`config.mk`:
```
export PLATFORM = sky130hd
export DESIGN_NAME = stim_capture_engine
export DESIGN_NICKNAME = d
export VERILOG_FILES = /design/src/rtl/stim_capture_pkg.sv /design/src/rtl/stim_capture_engine_fifo.sv /design/src/rtl/stim_capture_engine.sv
export SDC_FILE = /design/constraint.sdc
export NUM_CORES = 1
export LEC_CHECK = 0
export CORE_ASPECT_RATIO = 0.6
export CORE_UTILIZATION = 35
export DETAILED_ROUTE_END_ITERATION = 16
export PLACE_DENSITY = 0.52
export SLEW_MARGIN = 20
export SYNTH_ARGS = -nofsm -noshare
export SYNTH_HDL_FRONTEND = slang
export SYNTH_SLANG_ARGS = --single-unit
export TNS_END_PERCENT = 20
```
`constraint.sdc`:
```
create_clock -name CK -period 2.52 [get_ports CK]
set_input_delay 0.378 -clock CK [delete_from_list [all_inputs] [get_ports CK]]
set_output_delay 0.378 -clock CK [all_outputs]
set_load 0.05 [all_outputs]
```
`src/rtl/stim_capture_pkg.sv`:
```
// Shared types and constants for the stimulus/capture engine.
package stim_capture_pkg;

    typedef enum logic [2:0] {
        IDLE,
        DRIVE,
        SETTLE,
        CAPTURE,
        DONE
    } state_t;

    localparam logic MODE_COUNT = 1'b0;
    localparam logic MODE_LFSR  = 1'b1;

    // Toggle masks for a right-shifting Galois LFSR; bit (t-1) is set for each tap t.
    // Widths outside 2..16 return 0, which makes the generator fall back to counting.
    function automatic logic [15:0] lfsr_taps(int w);
        logic [15:0] mask;
        case (w)
            2:       mask = 16'h0003;
            3:       mask = 16'h0006;
            4:       mask = 16'h000C;
            5:       mask = 16'h0014;
            6:       mask = 16'h0030;
            7:       mask = 16'h0060;
            8:       mask = 16'h00B8;
            9:       mask = 16'h0110;
            10:      mask = 16'h0240;
            11:      mask = 16'h0500;
            12:      mask = 16'h0829;
            13:      mask = 16'h100D;
            14:      mask = 16'h2015;
            15:      mask = 16'h6000;
            16:      mask = 16'hD008;
            default: mask = 16'h0000;
        endcase
        return mask;
    endfunction

endpackage

```
`src/rtl/stim_capture_engine_fifo.sv`:
```
// Show-ahead capture FIFO: dout always presents the oldest entry while not empty.
module sc_fifo #(
    parameter int W     = 8,
    parameter int DEPTH = 8
) (
    input  logic         CK,
    input  logic         reset,
    input  logic         push,
    input  logic         pop,
    output logic         full,
    output logic         empty,
    input  logic [W-1:0] din,
    output logic [W-1:0] dout
);

    localparam int AW = $clog2(DEPTH);

    logic [W-1:0] mem [DEPTH];
    logic [AW:0]  wr_ptr;
    logic [AW:0]  rd_ptr;
    logic         do_push;
    logic         do_pop;

    // The extra pointer MSB separates "full" from "empty" when the address bits match.
    assign empty   = (wr_ptr == rd_ptr);
    assign full    = (wr_ptr[AW] != rd_ptr[AW]) && (wr_ptr[AW-1:0] == rd_ptr[AW-1:0]);
    assign do_pop  = pop && !empty;
    assign do_push = push && (!full || do_pop);
    assign dout    = mem[rd_ptr[AW-1:0]];

    // Pointer update; a push and a pop on a full FIFO both proceed and occupancy stays put.
    always_ff @(posedge CK or posedge reset) begin
        if (reset) begin
            wr_ptr <= '0;
            rd_ptr <= '0;
        end else begin
            if (do_push) wr_ptr <= wr_ptr + 1'b1;
            if (do_pop)  rd_ptr <= rd_ptr + 1'b1;
        end
    end

    // Storage array; contents are meaningless until the write pointer passes them.
    always_ff @(posedge CK) begin
        if (do_push) mem[wr_ptr[AW-1:0]] <= din;
    end

endmodule

```
`src/rtl/stim_capture_engine.sv`:
```
// Stimulus generator and response capture: drives vectors, waits, and queues {vector, response}.
module stim_capture_engine
    import stim_capture_pkg::*;
#(
    parameter int IN_W       = 1,
    parameter int OUT_W      = 1,
    parameter int NUM_PAT    = 2,
    parameter int SETTLE_CYC = 1,
    parameter int FIFO_DEPTH = 8
) (
    input  logic                  CK,
    input  logic                  reset,
    input  logic                  start,
    input  logic                  mode,
    input  logic [IN_W-1:0]       seed,
    output logic [IN_W-1:0]       dut_in,
    input  logic [OUT_W-1:0]      dut_out,
    output logic                  rd_valid,
    input  logic                  rd_ready,
    output logic [IN_W+OUT_W-1:0] rd_data,
    output logic                  busy,
    output logic                  done
);

    localparam int              PCW         = (NUM_PAT > 1) ? $clog2(NUM_PAT) : 1;
    localparam logic [PCW-1:0]  LAST_PAT    = PCW'(NUM_PAT - 1);
    localparam logic [7:0]      SETTLE_LOAD = 8'(SETTLE_CYC - 1);
    localparam logic [15:0]     TAPS16      = lfsr_taps(IN_W);
    localparam logic [IN_W-1:0] TAPS        = TAPS16[IN_W-1:0];
    localparam bit              LFSR_OK     = (IN_W >= 2);

    if (IN_W < 1 || IN_W > 16) begin : g_bad_in_w
        $error("stim_capture_engine: IN_W must be 1..16");
    end
    if (NUM_PAT < 1 || NUM_PAT > (1 << IN_W)) begin : g_bad_num_pat
        $error("stim_capture_engine: NUM_PAT must be 1..2**IN_W");
    end
    if (SETTLE_CYC < 1 || SETTLE_CYC > 255) begin : g_bad_settle
        $error("stim_capture_engine: SETTLE_CYC must be 1..255");
    end
    if (FIFO_DEPTH < 2 || (FIFO_DEPTH & (FIFO_DEPTH - 1)) != 0) begin : g_bad_depth
        $error("stim_capture_engine: FIFO_DEPTH must be a power of two >= 2");
    end

    state_t         state;
    logic [IN_W-1:0] vec;
    logic [IN_W-1:0] vec_next;
    logic [PCW-1:0]  pat_cnt;
    logic [7:0]      settle_cnt;
    logic            run_mode;
    logic            fifo_full;
    logic            fifo_empty;
    logic            capture_ok;

    // A capture may go ahead when there is room, or when the reader frees a slot this same cycle.
    assign capture_ok = (state == CAPTURE) && (!fifo_full || rd_ready);
    assign rd_valid   = !fifo_empty;

    // Next vector: Galois right-shift LFSR, or a plain wrapping counter.
    always_comb begin
        vec_next = vec + 1'b1;
        if (run_mode == MODE_LFSR && LFSR_OK) begin
            vec_next = vec >> 1;
            if (vec[0]) vec_next = vec_next ^ TAPS;
        end
    end

    // Run sequencer with registered dut_in, busy and done.
    always_ff @(posedge CK or posedge reset) begin
        if (reset) begin
            state      <= IDLE;
            vec        <= '0;
            dut_in     <= '0;
            pat_cnt    <= '0;
            settle_cnt <= '0;
            run_mode   <= MODE_COUNT;
            busy       <= 1'b0;
            done       <= 1'b0;
        end else begin
            done <= 1'b0;
            case (state)
                IDLE: begin
                    if (start) begin
                        run_mode <= mode;
                        if (mode == MODE_LFSR && LFSR_OK)
                            vec <= (seed == '0) ? IN_W'(1) : seed;
                        else
                            vec <= '0;
                        pat_cnt <= '0;
                        busy    <= 1'b1;
                        state   <= DRIVE;
                    end
                end
                DRIVE: begin
                    dut_in     <= vec;
                    settle_cnt <= SETTLE_LOAD;
                    state      <= SETTLE;
                end
                SETTLE: begin
                    if (settle_cnt == 8'd0)
                        state <= CAPTURE;
                    else
                        settle_cnt <= settle_cnt - 8'd1;
                end
                CAPTURE: begin
                    if (capture_ok) begin
                        if (pat_cnt == LAST_PAT) begin
                            done  <= 1'b1;
                            state <= DONE;
                        end else begin
                            pat_cnt <= pat_cnt + 1'b1;
                            vec     <= vec_next;
                            state   <= DRIVE;
                        end
                    end
                end
                DONE: begin
                    busy  <= 1'b0;
                    state <= IDLE;
                end
                default: state <= IDLE;
            endcase
        end
    end

    sc_fifo #(
        .W     (IN_W + OUT_W),
        .DEPTH (FIFO_DEPTH)
    ) u_fifo (
        .CK    (CK),
        .reset (reset),
        .push  (capture_ok),
        .pop   (rd_ready),
        .full  (fifo_full),
        .empty (fifo_empty),
        .din   ({vec, dut_out}),
        .dout  (rd_data)
    );

endmodule

```
==> impl_results.md, run 1 <==
- Post-synthesis sequential area ratio: 0.546
- Rows: 20
- MaxCap Viol Count: 0
- Setup bufs post-CTS: 0
- Worst Tran Pin Value: 509 ps
- Share of the synthesized area in the top cell type: 0.304
- Clock sink count: 40
- Int Pwr: 0.00159 W
- Top cells by area, synth: dfrtp_1, edfxtp_1, mux4_2
- Most frequent cell after synthesis: dfrtp_1
- Critical path's slowest cell: dfrtp_1
- Post-synthesis cell count: 160
- GRT Util Overall: 0.155
- Static Leak: 0.921 nW
- Post-synth top cells: dfrtp_1, edfxtp_1, nand2_1
- Area growth, synth to finish: 13.9%
- Root Buffer: clkbuf_8
- Layout cell share with drive strength beyond 1: 0.200
- Cell Pwr Density: 1200 mW/mm²
- Combinational share of power: 0.445
- Multi-input gate area: 830 µm²
- CTS tree: built
- Min Clock Period, post-route: 2350 ps
- Critical path arrival: 1970 ps
- CTS clk-pin slew, worst paths: 80 ps
- Flop pwr share: 0.390
- Clock buffer depth: 2
- Fin crit share: 0.931
- Net Count, Synth: 171
- Setup TNS: 0 ps
- Fill count: 492
- RSZ-0062 raised after global routing: no
- Synth async-reset ratio: 0.600
- DRC viols: 0
- CP peak stage delay: 500 ps
- Max H-tree Level: 2
- Hold-fix buffers, CTS: 0
- Aggregate routed wire length: 3910 µm
- Via Count: 1292
- Mean Syn Cell Area: 12.4 µm²
- CP Cell Sequence: buf_4 -> mux4_2 -> mux2_2 -> buf_4
- Port Buffers: 10
- Synthesized area: 0.00198 mm²
- Worst path required time: 2140 ps
- Core Area: 0.00526 mm²
- Num CTS Buffers: 5
- DR pass1 iterations: 4
- # diodes: 0
- Worst IR Drop VDD: 0.462 mV
- Worst path most repeated cell: buf_4
- Crit Path Max Fanout: 5
- Largest net degree at the start of global routing: 25
- Pre-CTS setup slack: 394 ps
- Startpoint types: flop
- Grt total ovfl: 0
- Final nets: 185
- Main flop type after synthesis: dfrtp_1
- Hold slack: 427 ps
- Worst setup EP type: output port
- Final ANT Viol Nets: 0
- IO Pins: 13
- Psw: 0.00112 W
- Die height: 60.2 µm
- Initial antenna violation count: 0
- Seq cells post-synth: 40
- Avg WL per Cell: 16.2 µm
- Register area: 0.00108 mm²
- Area leader, netlist: dfrtp_1
- Clock share of power: 0.164
- CP delay by family, top: multiplexers
- Initial Utilization: 0.376
- Pins Over Slew Limit: 0
- Yosys warns: 0
- Clk_skew: 8.17 ps
- Die Width: 99.1 µm
- Die Area: 0.00597 mm²
- DR iter-0 viols: 54
- # setup viols final: 0
- Insertion delay to the later sink of the worst-skew pair: 300 ps
- Min-Delay Path Class: in2async
- HPWL after DPL: 2800 µm
- Vias per cell: 5.36
- Global-route wire length before repair: 6700 µm
- PostCTS Resize Cnt: 0
- Post-synth EDFFs: 16
- Crit Path Category: reg2out
- Final hold violation count: 0
- Number of global-route vias before repair: 1291
- Setup ws final: 174 ps
- Sw frac: 0.413
- Status: finished clean
- Max-slew headroom: 0.660
- Count of different cell masters after synthesis: 49
- GPL Wtd Cong: 0.763
- Maximum clock frequency: 426 MHz
- Crit path buf inv count: 2
[final cells by class]
cell class | instances | area share
Sequential cell | 40 | 0.480
Multi-Input combinational cell | 105 | 0.368
Timing Repair Buffer | 18 | 0.0677
Clock buffer | 6 | 0.0366
Tap cell | 66 | 0.0366
Inverter | 4 | 0.00666
Clock inverter | 2 | 0.00444
[worst paths after layout]
path / slack [ps] / endpoint / depth (start not counted) / start
worst max register to register: 470 / u_fifo.mem[4][1] / 5 / u_fifo.rd_ptr[0]
worst min register to register: 490 / u_fifo.wr_ptr[3] / 1 / u_fifo.wr_ptr[3]
min in group CK: 490 / u_fifo.wr_ptr[3] / 1 / u_fifo.wr_ptr[3]
max in group asynchronous: 1840 / pat_cnt / 3 / reset
worst max-delay path: 170 / rd_data[0] / 4 / u_fifo.rd_ptr[0]
worst min-delay path: 430 / dut_in / 3 / reset
[logic make-up after synthesis]
logic type	share of synthesized area
simple gates	0.186
flops	0.546
compound gates	0.0810
buf+inv	0.0342
xor+xnor	0.0487
mux	0.0784
fa+ha+maj	0.0253
[cell usage in the layout, fill, tap and decap left out, drive strengths merged, types with 5 or more instances in the layout]
master,Yosys,routed
dfrtp,24,24
a21oi,6,6
nor2,7,7
clkdlybuf4s50,0,7
edfxtp,16,16
nand2,13,13
xnor2,6,6
clkbuf,6,6
xor2,5,5
buf,5,11
[per-layer routing]
metal	wire [µm]	vias up	track usage
met5	0	-	0
met4	48	0	0.0693
met3	225	7	0.0398
met2	1520	31	0.202
met1	2110	633	0.235
li1	-	621	-
[sequential cells by signal (all words and copies together), names as in the netlist]
register       count
busy               1
done               1
dut_in             1
pat_cnt            1
settle_cnt         8
state              3
u_fifo.mem        16
u_fifo.rd_ptr      4
u_fifo.wr_ptr      4
vec                1
[power by group through the flow]
stage / clock network, W / registers [W] / logic (W)
2_1_floorplan: 0 / 0.00100 / 0.000950
3_3_place_gp: 0 / 0.00106 / 0.00118
3_5_place_dp: 0 / 0.00107 / 0.00121
4_1_cts: 0.000459 / 0.00106 / 0.00122
5_1_grt: 0.000485 / 0.00109 / 0.00131
6_report: 0.000445 / 0.00106 / 0.00121
[through the flow]
step                       util  cells  instance area, µm²  total power [W]
final                     0.429    241                2250          0.00271
after global routing      0.429    241                2250          0.00289
after CTS                 0.429    241                2250          0.00273
after detailed placement  0.411    233                2160          0.00228
after global placement    0.411    233                2160          0.00224
after floorplan               -    160                1980          0.00195
[worst min-delay path, stage by stage]
cell,delay [ps]
clkdlybuf4s50_1,390
inv_1,50
buf_4,300
(Power assumes the default switching activity.)
==> inputs of run 2 (changes only) <==
- CORE_MARGIN: not set -> 4
- SKIP_LAST_GASP: not set -> 1
- clock period: 2.52 -> 2.75 ns (I/O delays scaled with it)
==> run 2 against run 1 <==
  * Via count down 2.6%
  * Worst setup slack better by 110 ps
  * Non-clock buffer count down 4
  * Largest cell class unchanged
==> impl_results.md, run 2 (synthesis results as in run 1) <==
- Status: finished clean (unchanged)
- # setup viols final: 0 (unchanged)
- Setup TNS: 0 ps (unchanged)
- Critical path's slowest cell: clkdlybuf4s50_1 (was dfrtp_1)
- Cell Pwr Density: 1100 mW/mm² (was 1200 mW/mm²)
- Global-route wire length before repair: 6430 µm (was 6700 µm)
- CP Launch Point: u_fifo.rd_ptr[1] (was u_fifo.rd_ptr[0])
- CP Cell Sequence: xnor2_1 -> nand4_1 -> clkdlybuf4s50_1 (was buf_4 -> mux4_2 -> mux2_2 -> buf_4)
- Fin crit share: 0.898
- Clock buffer depth: 2 (unchanged)
- Die Area: 0.00696 mm² (was 0.00597 mm²)
- Rows: 20 (unchanged)
- Clk_skew: 5.07 ps (was 8.17 ps)
- Critical path arrival: 2060 ps (was 1970 ps)
- Hold-fix buffers, CTS: 0 (unchanged)
- Clock sink count: 40 (unchanged)
- Area growth, synth to finish: 12.0% (was 13.9%)
- Min Clock Period, post-route: 2470 ps
- CTS clk-pin slew, worst paths: 80 ps (about the same)
- Max H-tree Level: 2 (unchanged)
- Largest net degree at the start of global routing: 25 (unchanged)
- DR iter-0 viols: 45 (was 54)
- Pre-CTS setup slack: 499 ps (was 394 ps)
- Min-Delay Path Class: in2async (unchanged)
- RSZ-0062 raised after global routing: no (unchanged)
- Layout Utilization: 0.421 (was 0.429)
- Core Area: 0.00526 mm² (unchanged)
- Commonest cells after routing, fill and taps aside: dfrtp_1, edfxtp_1, nand2_1 (unchanged)
- Vias per cell: 5.31 (was 5.36)
- Initial antenna violation count: 0 (unchanged)
- # diodes: 0 (unchanged)
- Fill count: 495 (was 492)
- CP peak stage delay: 760 ps (was 500 ps)
- DR pass1 iterations: 4 (unchanged)
- Number of global-route vias before repair: 1242 (was 1291)
- Insertion delay to the later sink of the worst-skew pair: 290 ps (was 300 ps)
- Pins Over Slew Limit: 0 (unchanged)
- Die height: 66.2 µm (was 60.2 µm)
- Static Leak: 0.893 nW (was 0.921 nW)
- Reg2reg end: u_fifo.mem[4][1] (unchanged)
- Final hold violation count: 0 (unchanged)
- Final ANT Viol Nets: 0 (unchanged)
- Setup ws final: 281 ps (was 174 ps)
- Max reg flops: 16 (unchanged)
- Worst R2R Path Depth: 5 (unchanged)
- Reg2reg start: u_fifo.rd_ptr[1] (was u_fifo.rd_ptr[0])
- Max-slew headroom: 0.664 (was 0.660)
- Initial Utilization: 0.376 (unchanged)
- Setup bufs post-CTS: 0 (unchanged)
- Via Count: 1258 (was 1292)
- PostCTS Resize Cnt: 0 (unchanged)
- CTS tree: built (unchanged)
- Crit Path Max Fanout: 8 (was 5)
- Worst setup EP type: output port (unchanged)
- HPWL after DPL: 2740 µm (was 2800 µm)
- Grt total ovfl: 0 (unchanged)
- Aggregate routed wire length: 3910 µm (about the same)
- GPL Wtd Cong: 0.742 (was 0.763)
- Die Width: 105 µm (was 99.1 µm)
- Crit Path Category: reg2out (unchanged)
- Maximum clock frequency: 405 MHz
- Worst IR Drop VDD: 0.408 mV (was 0.462 mV)
- IO Pins: 13 (unchanged)
- DRC viols: 0 (unchanged)
- Startpoint types: flop (unchanged)
- Reg-to-reg slack, setup: 670 ps (was 470 ps)
- Worst Tran Pin Value: 502 ps (was 509 ps)
- Port Buffers: 10 (unchanged)
- MaxCap Viol Count: 0 (unchanged)
- Avg WL per Cell: 16.5 µm (was 16.2 µm)
- Root Buffer: clkbuf_8 (unchanged)
- Layout cell share with drive strength beyond 1: 0.164 (was 0.200)
- Worst path required time: 2340 ps (was 2140 ps)
- Final nets: 181 (was 185)
- Commonest non-fill, non-tap cell in the layout: dfrtp_1 (unchanged)
- GRT Util Overall: 0.121 (was 0.155)
- Num CTS Buffers: 5 (unchanged)
[run 2: changes by cell type in the layout (fill, tap and decap cells not counted)]
| cell | previous run | this run |
|---|---|---|
| clkbuf_8 | 6 | 5 |
| buf_4 | 11 | 6 |
| clkdlybuf4s50_1 | 7 | 8 |
| clkbuf_1 | 0 | 2 |
| clkinv_2 | 2 | 1 |
[run 2: worst max-delay path by stage]
| stage | cells past startpoint | to |
|---|---|---|
| after floorplan | 5 | u_fifo.rd_ptr[1] |
| after global placement | 5 | u_fifo.mem[4][1] |
| after detailed placement | 5 | u_fifo.mem[4][1] |
| after CTS | 3 | rd_valid |
| after global routing | 3 | rd_valid |
| final | 3 | rd_valid |
[run 2: stage by stage]
stage          hold WS (ps)  std cells  power, W  instance area, µm²
3_3_place_gp            468        229   0.00202                2130
6_report                467        237   0.00243                2210
4_1_cts                 483        237   0.00244                2210
3_5_place_dp            475        229   0.00205                2130
5_1_grt                 503        237   0.00259                2210
2_1_floorplan           427        160   0.00179                1980
[run 2: where the power goes]
group	internal, W	total (W)	switching [W]	leakage (nW)
sequential	0.000779	0.00101	0.000235	0.447
combinational	0.000450	0.00103	0.000580	0.403
clock	0.000178	0.000384	0.000206	0.0422
total	0.00141	0.00243	0.00102	0.893
[run 2: layout make-up]
class	instances	area, µm²	share of cell area
Tap cell	66	82.6	0.0373
Inverter	4	15.0	0.00678
Clock inverter	1	5.00	0.00226
Timing Repair Buffer	14	125	0.0565
Clock buffer	7	76.3	0.0345
Multi-Input combinational cell	105	830	0.375
Sequential cell	40	1080	0.488
[run 2: critical path: cells and delay by family (launching register included)]
family	cells	cell delay (ps)
buffers and inverters	1	760
flip-flops	1	520
AND/OR/NAND/NOR	1	200
XOR/XNOR	1	280
[run 2: metal layers]
metal,part of all wire,global-route usage,vias to the layer above
li1,-,-,616
met1,0.57,0.185,616
met2,0.37,0.160,18
met3,0.041,0.0361,8
met4,0.014,0.0393,0
met5,0,0,-
==> inputs of run 3 (changes only) <==
- CORE_UTILIZATION: 35 -> 55
- PLACE_DENSITY: 0.52 -> 0.75
==> run 3 against run 2 <==
  * Cell count is 10% lower
  * Critical path depth is 1 higher
  * Non-clock buffer count is 2 lower
  * Worst hold slack better by 15 ps
  * Clock power is 8.3% lower
  * Highest routed layer unchanged
==> impl_results.md, run 3 (synthesis results as in run 1) <==
- Status: finished clean (unchanged)
- Hold Startpoint: dut_in
- Grt total ovfl: 0 (unchanged)
- CP delay by family, top: buffers and inverters (unchanged)
- Die Width: 85.4 µm (was 105 µm)
- Critical path's slowest cell: clkdlybuf4s50_1 (unchanged)
- Hold-fix buffers, CTS: 0 (unchanged)
- PostCTS Resize Cnt: 0 (unchanged)
- Global-route wire length before repair: 6020 µm (was 6430 µm)
- Layout Utilization: 0.646 (was 0.421)
- # setup viols final: 0 (unchanged)
- Max reg flops: 16 (unchanged)
- Area growth, synth to finish: 9.87% (was 12.0%)
- Multi-input gate area: 830 µm² (unchanged)
- Die Area: 0.00465 mm² (was 0.00696 mm²)
- Worst IR Drop VDD: 0.544 mV (was 0.408 mV)
- Critical path arrival: 2200 ps (was 2060 ps)
- Maximum clock frequency: 383 MHz (was 405 MHz)
- Initial Utilization: 0.588 (was 0.376)
- Setup TNS: 0 ps (unchanged)
- Final ANT Viol Nets: 0 (unchanged)
- Commonest cells after routing, fill and taps aside: dfrtp_1, edfxtp_1, nand2_1 (unchanged)
- Max-slew headroom: 0.397 (was 0.664)
- Dpl cell area: 0.00209 mm² (was 0.00213 mm²)
- Root Buffer: clkbuf_8 (unchanged)
- Max H-tree Level: 2 (unchanged)
- Core Area: 0.00336 mm² (was 0.00526 mm²)
- CP peak stage delay: 760 ps (about the same)
- Rows: 16 (was 20)
- CP Cell Sequence: buf_4 -> xnor2_1 -> nand4_1 -> clkdlybuf4s50_1 (was xnor2_1 -> nand4_1 -> clkdlybuf4s50_1)
- Clock sink count: 40 (unchanged)
- Die height: 54.5 µm (was 66.2 µm)
- Hold slack: 483 ps (was 467 ps)
- Num CTS Buffers: 5 (unchanged)
- Clk_skew: 1.92 ps (was 5.07 ps)
- Initial antenna violation count: 0 (unchanged)
- Register area: 0.00108 mm² (unchanged)
- MaxCap Viol Count: 0 (unchanged)
- CTS clk-pin slew, worst paths: 70 ps (was 80 ps)
- # diodes: 0 (unchanged)
- Crit Path Category: reg2out (unchanged)
- RSZ-0062 raised after global routing: no (unchanged)
- IO Pins: 13 (unchanged)
- Setup ws final: 142 ps (was 281 ps)
- Number of global-route vias before repair: 1175 (was 1242)
- GPL Wtd Cong: 0.814 (was 0.742)
- Aggregate routed wire length: 3590 µm (was 3910 µm)
- Cell Pwr Density: 1100 mW/mm² (about the same)
- Insertion delay to the later sink of the worst-skew pair: 280 ps (was 290 ps)
- Setup bufs post-CTS: 0 (unchanged)
- Largest net degree at the start of global routing: 25 (unchanged)
- Clock buffer depth: 2 (unchanged)
- CP Launch Point: u_fifo.rd_ptr[0] (was u_fifo.rd_ptr[1])
- Pre-CTS setup slack: 345 ps (was 499 ps)
- DR iter-0 viols: 140 (was 45)
- Crit Path Max Fanout: 5 (was 8)
- Reg2reg start: u_fifo.rd_ptr[0] (was u_fifo.rd_ptr[1])
- Min Clock Period, post-route: 2610 ps (was 2470 ps)
- Final hold violation count: 0 (unchanged)
- Commonest non-fill, non-tap cell in the layout: dfrtp_1 (unchanged)
- DR pass1 iterations: 4 (unchanged)
- DRC viols: 0 (unchanged)
- Worst path required time: 2340 ps (about the same)
- Avg WL per Cell: 16.9 µm (was 16.5 µm)
- Final nets: 179 (was 181)
- GRT Util Overall: 0.176 (was 0.121)
- Final Cell Area: 0.00217 mm² (was 0.00221 mm²)
- Min-Delay Path Class: reg2reg (was in2async)
- Fill count: 261 (was 495)
- Vias per cell: 5.98 (was 5.31)
- Via Count: 1274 (was 1258)
- CTS tree: built (unchanged)
- Pins Over Slew Limit: 0 (unchanged)
- HPWL after DPL: 2540 µm (was 2740 µm)
- Fin crit share: 0.948 (was 0.898)
- Static Leak: 0.888 nW (was 0.893 nW)
- Crit path buf inv count: 2 (was 1)
- Layout cell share with drive strength beyond 1: 0.143 (was 0.164)
- Port Buffers: 10 (unchanged)
- Worst setup EP type: output port (unchanged)
- Worst Tran Pin Value: 903 ps (was 502 ps)
- Startpoint types: flop (unchanged)
[run 3: changes by cell type in the layout (fill, tap and decap cells not counted)]
| cell | before | now |
|---|---|---|
| dlymetal6s2s_1 | 0 | 1 |
| clkbuf_1 | 2 | 0 |
| clkinv_1 | 0 | 2 |
| clkinv_2 | 1 | 0 |
| buf_4 | 6 | 3 |
[run 3: path summary, 6_finish.rpt]
kind                                    end  slack, ps  cells after the start
setup reg to reg           u_fifo.mem[4][1]        670                      5
hold / removal                       dut_in        480                      2
hold reg to reg                      dut_in        480                      2
max in group asynchronous     settle_cnt[2]       1570                      2
min in group asynchronous  u_fifo.rd_ptr[2]        630                      2
setup / recovery                   rd_valid        140                      4
[run 3: power by group]
group,internal [W],total [W],leakage [nW],switching [W]
clock,0.000167,0.000352,0.0391,0.000185
sequential,0.000780,0.00102,0.447,0.000244
combinational,0.000452,0.00102,0.402,0.000564
[run 3: through the flow]
step	std cells	total power, W
2_1_floorplan	160	0.00179
3_3_place_gp	206	0.00199
3_5_place_dp	206	0.00203
4_1_cts	213	0.00240
5_1_grt	213	0.00253
6_report	213	0.00239
[run 3: worst register-to-register path, cell delays in order (launching register included)]
cell	delay [ps]
dfrtp_1	470
buf_4	200
xnor2_1	160
and3_1	260
a21oi_2	150
nor4bb_1	480
[run 3: per-layer routing]
metal / global-route usage / vias up / share of wire / wire length (µm)
li1: - / 607 / - / -
met1: 0.281 / 624 / 0.54 / 1930
met3: 0.0466 / 7 / 0.059 / 211
met4: 0.0632 / 0 / 0.011 / 41
met5: 0 / - / 0 / 0
met2: 0.220 / 36 / 0.39 / 1410
[run 3: area by class of cell]
| cell class | count | share of cell area |
|---|---|---|
| Sequential cell | 40 | 0.497 |
| Multi-Input combinational cell | 105 | 0.382 |
| Timing Repair Buffer | 12 | 0.0530 |
| Clock buffer | 5 | 0.0317 |
| Tap cell | 45 | 0.0259 |
| Inverter | 4 | 0.00691 |
| Clock inverter | 2 | 0.00345 |
